[src/rtl/bf_loader.sv]
// bf_loader: filters a byte stream into brainfuck program code for the
// core, writes the 0x00 terminator, starts the core and then forwards
// runtime ',' input until the core returns to ready.
//
// Ports:
//   clk, nrst                clock, async active-low reset
//   src_valid/ready/data     upstream byte source
//   bf_ready                 core is in its READY state
//   bf_start                 one-cycle start pulse to core
//   bf_in_valid/ack/data     byte handshake toward core
//   prog_len                 command bytes written (saturates at MAX_LEN)
//   overflow                 sticky: commands dropped past MAX_LEN
//   busy                     high in every state except LOAD
//   err                      bracket error (BF_LOADER_CHECK_EN builds)
//
// Optional feature: define BF_LOADER_CHECK_EN to add bracket checking.
module bf_loader #(
    parameter int unsigned MAX_LEN = 255
) (
    input  logic       clk,
    input  logic       nrst,
    input  logic       src_valid,
    output logic       src_ready,
    input  logic [7:0] src_data,
    input  logic       bf_ready,
    output logic       bf_start,
    output logic       bf_in_valid,
    input  logic       bf_in_ack,
    output logic [7:0] bf_in_data,
    output logic [7:0] prog_len,
    output logic       overflow,
    output logic       busy,
    output logic       err
);

`ifdef BF_LOADER_CHECK_EN
    typedef enum logic [2:0] {
        S_LOAD, S_TERM, S_START, S_RUN, S_ERR
    } state_t;
`else
    typedef enum logic [2:0] {
        S_LOAD, S_TERM, S_START, S_RUN
    } state_t;
`endif

    localparam logic [7:0] MAX = 8'(MAX_LEN);

    state_t     state;
    state_t     state_nxt;
    logic       buf_valid;
    logic [7:0] buf_data;
    logic       seen_busy;
    logic       is_cmd;
    logic       is_bang;
    logic       src_xfer;
    logic       core_xfer;
    logic       chk_fail;

    always_comb begin
        case (src_data)
            8'h2B, 8'h2D, 8'h3C, 8'h3E,
            8'h5B, 8'h5D, 8'h2E, 8'h2C: is_cmd = 1'b1;
            default:                    is_cmd = 1'b0;
        endcase
    end

    assign is_bang   = (src_data == 8'h21);
    assign src_xfer  = src_valid && src_ready;
    assign core_xfer = bf_in_valid && bf_in_ack;
    assign busy      = (state != S_LOAD);

`ifdef BF_LOADER_CHECK_EN
    logic [7:0] depth;
    logic       bad;

    assign chk_fail = bad || (depth != 8'd0);
    assign err      = (state == S_ERR);

    // Depth follows only bytes the core actually accepted as code.
    always_ff @(posedge clk or negedge nrst) begin
        if (!nrst) begin
            depth <= 8'd0;
            bad   <= 1'b0;
        end else if (state == S_RUN && state_nxt == S_LOAD) begin
            depth <= 8'd0;
            bad   <= 1'b0;
        end else if (state == S_LOAD && core_xfer) begin
            if (buf_data == 8'h5B) begin
                if (depth == 8'hFF) bad <= 1'b1;
                else depth <= depth + 8'd1;
            end else if (buf_data == 8'h5D) begin
                if (depth == 8'd0) bad <= 1'b1;
                else depth <= depth - 8'd1;
            end
        end
    end
`else
    assign chk_fail = 1'b0;
    assign err      = 1'b0;
`endif

    always_ff @(posedge clk or negedge nrst) begin
        if (!nrst) state <= S_LOAD;
        else       state <= state_nxt;
    end

    always_comb begin
        state_nxt   = state;
        src_ready   = 1'b0;
        bf_in_valid = 1'b0;
        bf_in_data  = buf_data;
        bf_start    = 1'b0;
        unique case (state)
            S_LOAD: begin
                src_ready   = !buf_valid;
                bf_in_valid = buf_valid && bf_ready;
                if (src_xfer && is_bang) state_nxt = S_TERM;
            end
            // '!' is only taken with an empty buffer, so TERM
            // can drive the terminator straight away.
            S_TERM: begin
                bf_in_valid = 1'b1;
                bf_in_data  = 8'h00;
                if (bf_in_ack) begin
                    state_nxt = chk_fail ? state_t'(3'd4) : S_START;
                end
            end
            S_START: begin
                if (bf_ready) begin
                    bf_start  = 1'b1;
                    state_nxt = S_RUN;
                end
            end
            // Runtime input only while the core is running, so
            // its READY-state code path never sees it.
            S_RUN: begin
                src_ready   = !buf_valid;
                bf_in_valid = buf_valid && !bf_ready;
                if (seen_busy && bf_ready) state_nxt = S_LOAD;
            end
            default: begin
                state_nxt = state;
            end
        endcase
    end

    always_ff @(posedge clk or negedge nrst) begin
        if (!nrst) begin
            buf_valid <= 1'b0;
            buf_data  <= 8'h00;
            prog_len  <= 8'd0;
            overflow  <= 1'b0;
            seen_busy <= 1'b0;
        end else begin
            unique case (state)
                S_LOAD: begin
                    if (core_xfer) begin
                        buf_valid <= 1'b0;
                        if (prog_len != MAX) prog_len <= prog_len + 8'd1;
                    end
                    if (src_xfer && is_cmd) begin
                        if (prog_len < MAX) begin
                            buf_valid <= 1'b1;
                            buf_data  <= src_data;
                        end else begin
                            overflow <= 1'b1;
                        end
                    end
                end
                S_START: begin
                    seen_busy <= 1'b0;
                end
                S_RUN: begin
                    if (!bf_ready) seen_busy <= 1'b1;
                    if (core_xfer) buf_valid <= 1'b0;
                    if (src_xfer) begin
                        buf_valid <= 1'b1;
                        buf_data  <= src_data;
                    end
                    // Re-arm: leftover runtime input is dropped.
                    if (state_nxt == S_LOAD) begin
                        buf_valid <= 1'b0;
                        prog_len  <= 8'd0;
                        overflow  <= 1'b0;
                    end
                end
                default: begin
                    buf_valid <= buf_valid;
                end
            endcase
        end
    end

endmodule

[config.mk]
export PLATFORM = sky130hd
export DESIGN_NAME = bf_loader
export DESIGN_NICKNAME = d
export VERILOG_FILES = /design/src/rtl/bf_loader.sv
export SDC_FILE = /design/constraint.sdc
export NUM_CORES = 1
export LEC_CHECK = 0
export ABC_AREA = 1
export BUFFER_PORTS_ARGS = -buffer_cell sky130_fd_sc_hd__buf_4
export CAP_MARGIN = 20
export CORE_AREA = 4 4 58 60
export DETAILED_ROUTE_END_ITERATION = 6
export DIE_AREA = 0 0 62 64
export PLACE_DENSITY = 0.75
export SETUP_SLACK_MARGIN = 0.4
export SYNTH_ARGS = -nofsm -noshare
export SYNTH_HDL_FRONTEND = slang
export SYNTH_SLANG_ARGS = --single-unit
[constraint.sdc]
create_clock -name clk -period 1.9 [get_ports clk]
set_clock_uncertainty 0.05 [all_clocks]
set_input_delay 0.19 -clock clk [delete_from_list [all_inputs] [get_ports clk]]
set_output_delay 0.19 -clock clk [all_outputs]
set_load 0.05 [all_outputs]
# --- Yosys cells after proc, flatten, opt, wreduce, memory -nomap -nowiden ---
# Index checks and enable logic that the tools add are counted.
word_totals:
  reg_bits: 22
  in_bits: 13
  output_inout_bits: 22
  wordCells: 80
op_classes:
  n_addsub: 1
  n_lt_le_gt_ge: 1
  eq_ne: 21
  n_mux: 31
  reduce_logical: 20
ops:
  columns: ["operator", "n"]
  rows:
  - ["equality test 8 x 6 -> 1 bit, second input constant", 7]
  - ["two-way mux 8 bit", 7]
  - ["case mux 8 bit (2 select lines)", 2]
  - ["equality test 8 x 7 -> 1 bit, second input constant", 2]
  - ["!= test 2 bit, second input constant", 8]
  - ["two-way mux 1 bit", 13]
  - ["two-way mux 3 bit", 4]
  - ["case mux 3 bit (4 select lines)", 1]
  - ["AND reduction 4 bit", 3]
  - ["adder 8 x 1 -> 8 bit, second input constant", 1]
  - ["less-than comparator 8 bit, second input constant", 1]
  - ["!= test 8 bit, second input constant", 1]
  - ["OR reduction 8 bit", 1]
  - ["logical AND 1 bit", 7]
  - ["equality test 3 x 2 -> 1 bit, second input constant", 2]
  - ["logical NOT 3 bit", 2]
  - ["case mux 1 bit (2 select lines)", 3]
  - ["nonzero test 2 bit", 2]
  - ["equality test 3 x 1 -> 1 bit, second input constant", 1]
  - ["case mux 1 bit (3 select lines)", 1]
  - ["nonzero test 3 bit", 1]
  - ["logical NOT 1 bit", 2]
  - ["AND reduction 2 bit", 1]
  - ["OR reduction 2 bit", 1]

# --- Depth between registers and ports, before layout ---
logic_depth:
  ltp_word: 10
  depth_mapped: 11
  mapped_depth_nobuf: 11

# --- Least setup slack after synthesis ---
# OpenSTA, ideal clock, no wires.
synth_timing:
  path_type: "reg2reg"
  start: "reg prog_len[0]"
  end: "reg prog_len[5]"
  setup_time_ns: 0.066
  t_arrival_ns: 1.955
  required_ns: 1.784
  path_slack_ns: -0.170
  path_stages_with_launch: 10
  path_buffers: 1
  period_less_slack_ns: 2.070
  path_cell_list: "dfrtp_1 -> ha_1 -> nand3_2 -> nor2_2 -> nand4_2 -> or2_1 -> buf_4 -> nand3_4 -> nand2_1 -> nand2_1"
synth_via:
  elab_chain_len: 4
  elab_cells_between_ends: 7
  cone_classes: "1 x add/sub; 2 x eq/ne; 3 x mux; 1 x reduce/logical"
synth_rtl:
  columns: ["element", "line_no", "rtl"]
  rows:
  - ["start, declared", "30", "output logic [7:0] prog_len,"]
  - ["start signal, assigned", "159", "if (prog_len != MAX) prog_len <= prog_len + 8'd1;"]
  - ["adder 8 x 1 -> 8 bit", "159", null]
  - ["two-way mux 8 bit", "159", null]
  - ["two-way mux 8 bit", "157", "if (core_xfer) begin"]
  - ["case mux 8 bit (2 select lines)", "155", "unique case (state)"]
# Several ways; a longest one is shown, not always the timed one. The select of a mux whose other input is x is not followed.
# A chain may end at the register's enable or synchronous reset.

# --- Worst setup path after layout ---
layout_timing:
  start: "reg state[0]"
  end: "reg prog_len[7]"
layout_via:
  elab_chain_len: 10
  elab_cells_between_ends: 22
  cone_classes: "6 x eq/ne; 8 x mux; 8 x reduce/logical"
layout_rtl:
  columns: ["element", "line_no", "rtl"]
  rows:
  - ["start, declared", "48", "state_t state;"]
  - ["start signal, assigned", "104", "else state <= state_nxt;"]
  - ["equality test 3 x 2 -> 1 bit or logical NOT 3 bit (tied branches)", "113, 155", null]
  - ["OR reduction 2 bit (no source line)", null, null]
  - ["two-way mux 1 bit", null, null]
  - ["logical AND 1 bit", "68", "assign src_xfer = src_valid && src_ready;"]
  - ["logical AND 1 bit", "117", "if (src_xfer && is_bang) state_nxt = S_TERM;"]
  - ["two-way mux 3 bit", "117", null]
  - ["case mux 3 bit (4 select lines)", "113", "unique case (state)"]
  - ["logical NOT 3 bit", "181", "if (state_nxt == S_LOAD) begin"]
  - ["!= test 2 bit (no source line)", null, null]
  - ["AND reduction 4 bit (no source line)", null, null]
# Several ways; a longest one is shown, not always the timed one.

==> results.cfg <==
[drt]
wirelength_um = 4330
firstDrtPassIters = 4
wl_per_cell_um = 14.6
drc_errors = 0
ant_nets = 0
num_vias = 1639
viasPerCell = 5.52
drt_iter0_drc = 82

[global_routing]
grt_pass1_vias = 1463
busiest_layer = met2
gr-total-overflow = 0
use_met3_pct = 3.64
grt_max_degree = 23
grt.total_usage_pct = 20.9
antenna_found_initial = 0
grtUsageMet2_pct = 32.6
grt_use_met1_pct = 29.5
grt_pass1_wl_um = 6440

[floorplanning]
die_h_um = 64
dieArea_mm2 = 0.00397
io_pins = 35
core_mm2 = 0.00293
rows = 20
die_w_um = 62
initial_utilization_pct = 49.8

[clock_network]
cts_sinks = 22
clk_latency_ns = 0.31
cts.root.buffer_cell = clkbuf_4
htree_levels = 1
numCtsBuffers = 3
ctsLongestPathBuffers = 2
clkSlewWorstSetupHoldPaths_ns = 0.13
tritoncts = built

[worst_setup_path]
critPathArrivalTime_ns = 1.82
crit_fanout = 8
crit_path_end_kind = flop
rr_worst_depth = 9
slowest_delay_ns = 0.48
cpMaxStageDelayCell = dfrtp_2
criticalPathCategory = reg2reg
crit_required_ns = 2.06
critical_path.cell_chain = buf_4, nand3_4, nor2_2, nor2_2, nand3_2, nand2_4, nand3_4, nand2_1, nand2_1
startpoint_type = flop

[power]
power_leakage_nw = 1.18
p_per_area_mw_per_mm2 = 1750
ir_drop_v = 0.00139

[sta]
max_freq_ghz = 0.601
post-route-period-util_pct = 87.5
min_period_ns = 1.66
final.setup.worst_slack_ns = 0.237
hold_ws_ns = 0.0264
final-hold-violation-count = 0
timing.final.max_slew_violations = 0
fin_setup_tns_ns = 0
grt_setup_unrepaired = true
finalSetupViolations = 0

[hold_path]
hold_path.class = in2reg
whs_path_depth = 3

[logic_synthesis]
synth_top_area_share_pct = 37.7
yosys-top-cells-area = dfrtp_1 38%, nand2_1 18%, nand3_1 6.5%
yosysMostFrequentCell = nand2_1
synthAdderAreaFrac_pct = 0.858
synth_compound_area_share_pct = 2.57
synth-seq-cells = 22
async_flop_share_pct = 100
ys_dominant_reg_cell = dfrtp_1
syn-num-nets = 215
synthXorXnorAreaFrac_pct = 1.20
synth_cells = 201
avgSynthCellArea_um2 = 7.26
synth.distinct_cells = 26
synth_top_area_cell = dfrtp_1
synth_common_cells = 69 x nand2_1, 22 x dfrtp_1, 20 x inv_1
synth_area_mm2 = 0.00146
yosys-mux-area-fraction_pct = 0
synth_warnings = 0
yosys.area_share.simple_pct = 49.7
synth-edff-count = 0
synth_top_family_by_area = simple AND/OR/NAND/NOR gates
ys_seq_area_share_pct = 37.7

[placement]
gp_congestion = 0.843
portBuffers = 33
dp_hpwl_um = 2450
place_ws_ns = 0.174
dp.cells = 265

[run]
drv_cap = 0

[final_layout]
drive_gt1_share_pct = 49.6
instances_no_fill = 297
diodes = 0
area_delta_synth_final_pct = 56.8
fill_cells = 193
nets = 279

[status]
run_status = finished clean
[cell type report]
type	instances	area (µm²)	share of cell area, %
clock buffer	4	36.3	1.59
tap	33	41.3	1.81
inverter	23	96.3	4.21
multi-input combinational	158	1050	46.1
sequential	22	561	24.5
timing repair buffer	57	498	21.8
[cell usage in the layout (no fill, tap or decap), drive strengths merged]
master,synthesis,routed
ha,1,1
nand2,77,79
clkbuf,1,4
buf,3,56
dfrtp,22,22
nand4,11,11
inv,23,23
a21oi,4,4
nand3,27,30
dlygate4sd3,0,1
xor2,1,1
nor2,22,22
o211ai,1,1
or2,1,2
nor3,3,3
o21ai,2,2
xnor2,1,1
conb,1,1
[state kept, by name, summed over array words and instances, names as in the netlist]
signal	cells
prog_len	8
state	3
seen_busy	1
buf_data	8
buf_valid	1
overflow	1
[metrics by stage]
stage	utilization, %	area (µm²)	power (mW)
detailed placement	61.8	1810	2.92
CTS	72.4	2120	3.71
global placement	61.8	1810	2.90
floorplan	-	1540	2.40
finish	78.1	2290	4.01
global route	78.1	2290	4.23
[power by group]
part	total [mW]	switching [mW]	internal [mW]
combinational	2.94	1.83	1.11
sequential	0.804	0.156	0.649
clock	0.264	0.147	0.117
total	4.01	2.13	1.88
[critical path: cells and delay by family (launching register included)]
| family | cells | cell delay (ns) |
|---|---|---|
| and+or+nand+nor | 8 | 0.88 |
| DFF | 1 | 0.48 |
| buffers and inverters | 1 | 0.16 |
[path summary, 6_finish.rpt]
kind                              from           to  slack (ns)
max                           state[0]  prog_len[7]        0.24
min                        src_data[6]  buf_data[6]        0.03
max reg2reg                   state[0]  prog_len[7]        0.24
min reg2reg                  seen_busy    seen_busy        0.45
max in group asynchronous         nrst  prog_len[1]        1.32
min in group asynchronous         nrst    buf_valid        0.23
[per-layer routing]
metal  part of all wire [%]  vias to the layer above
li1                       -                      784
met1                     42                      789
met2                     52                       58
met3                    5.8                        8
met4                    1.1                        0
met5                      0                        -
[kinds of logic after synthesis]
group,Yosys count
AOI/OAI and AO/OA,7
xor gates and xnor gates,2
other,1
DFF,22
adders and majority gates,1
buffers and inverters,27
and+or+nand+nor,141
[repair_timing]
action	CTS	global route
setup buffers	12	9
setup endpoints to repair	30	31
cloned	5	1
hold endpoints to repair	22	0
pin swaps	10	19
hold buffers	1	0
resized for setup	32	31
Note: power is estimated with default switching activity, not from simulation.
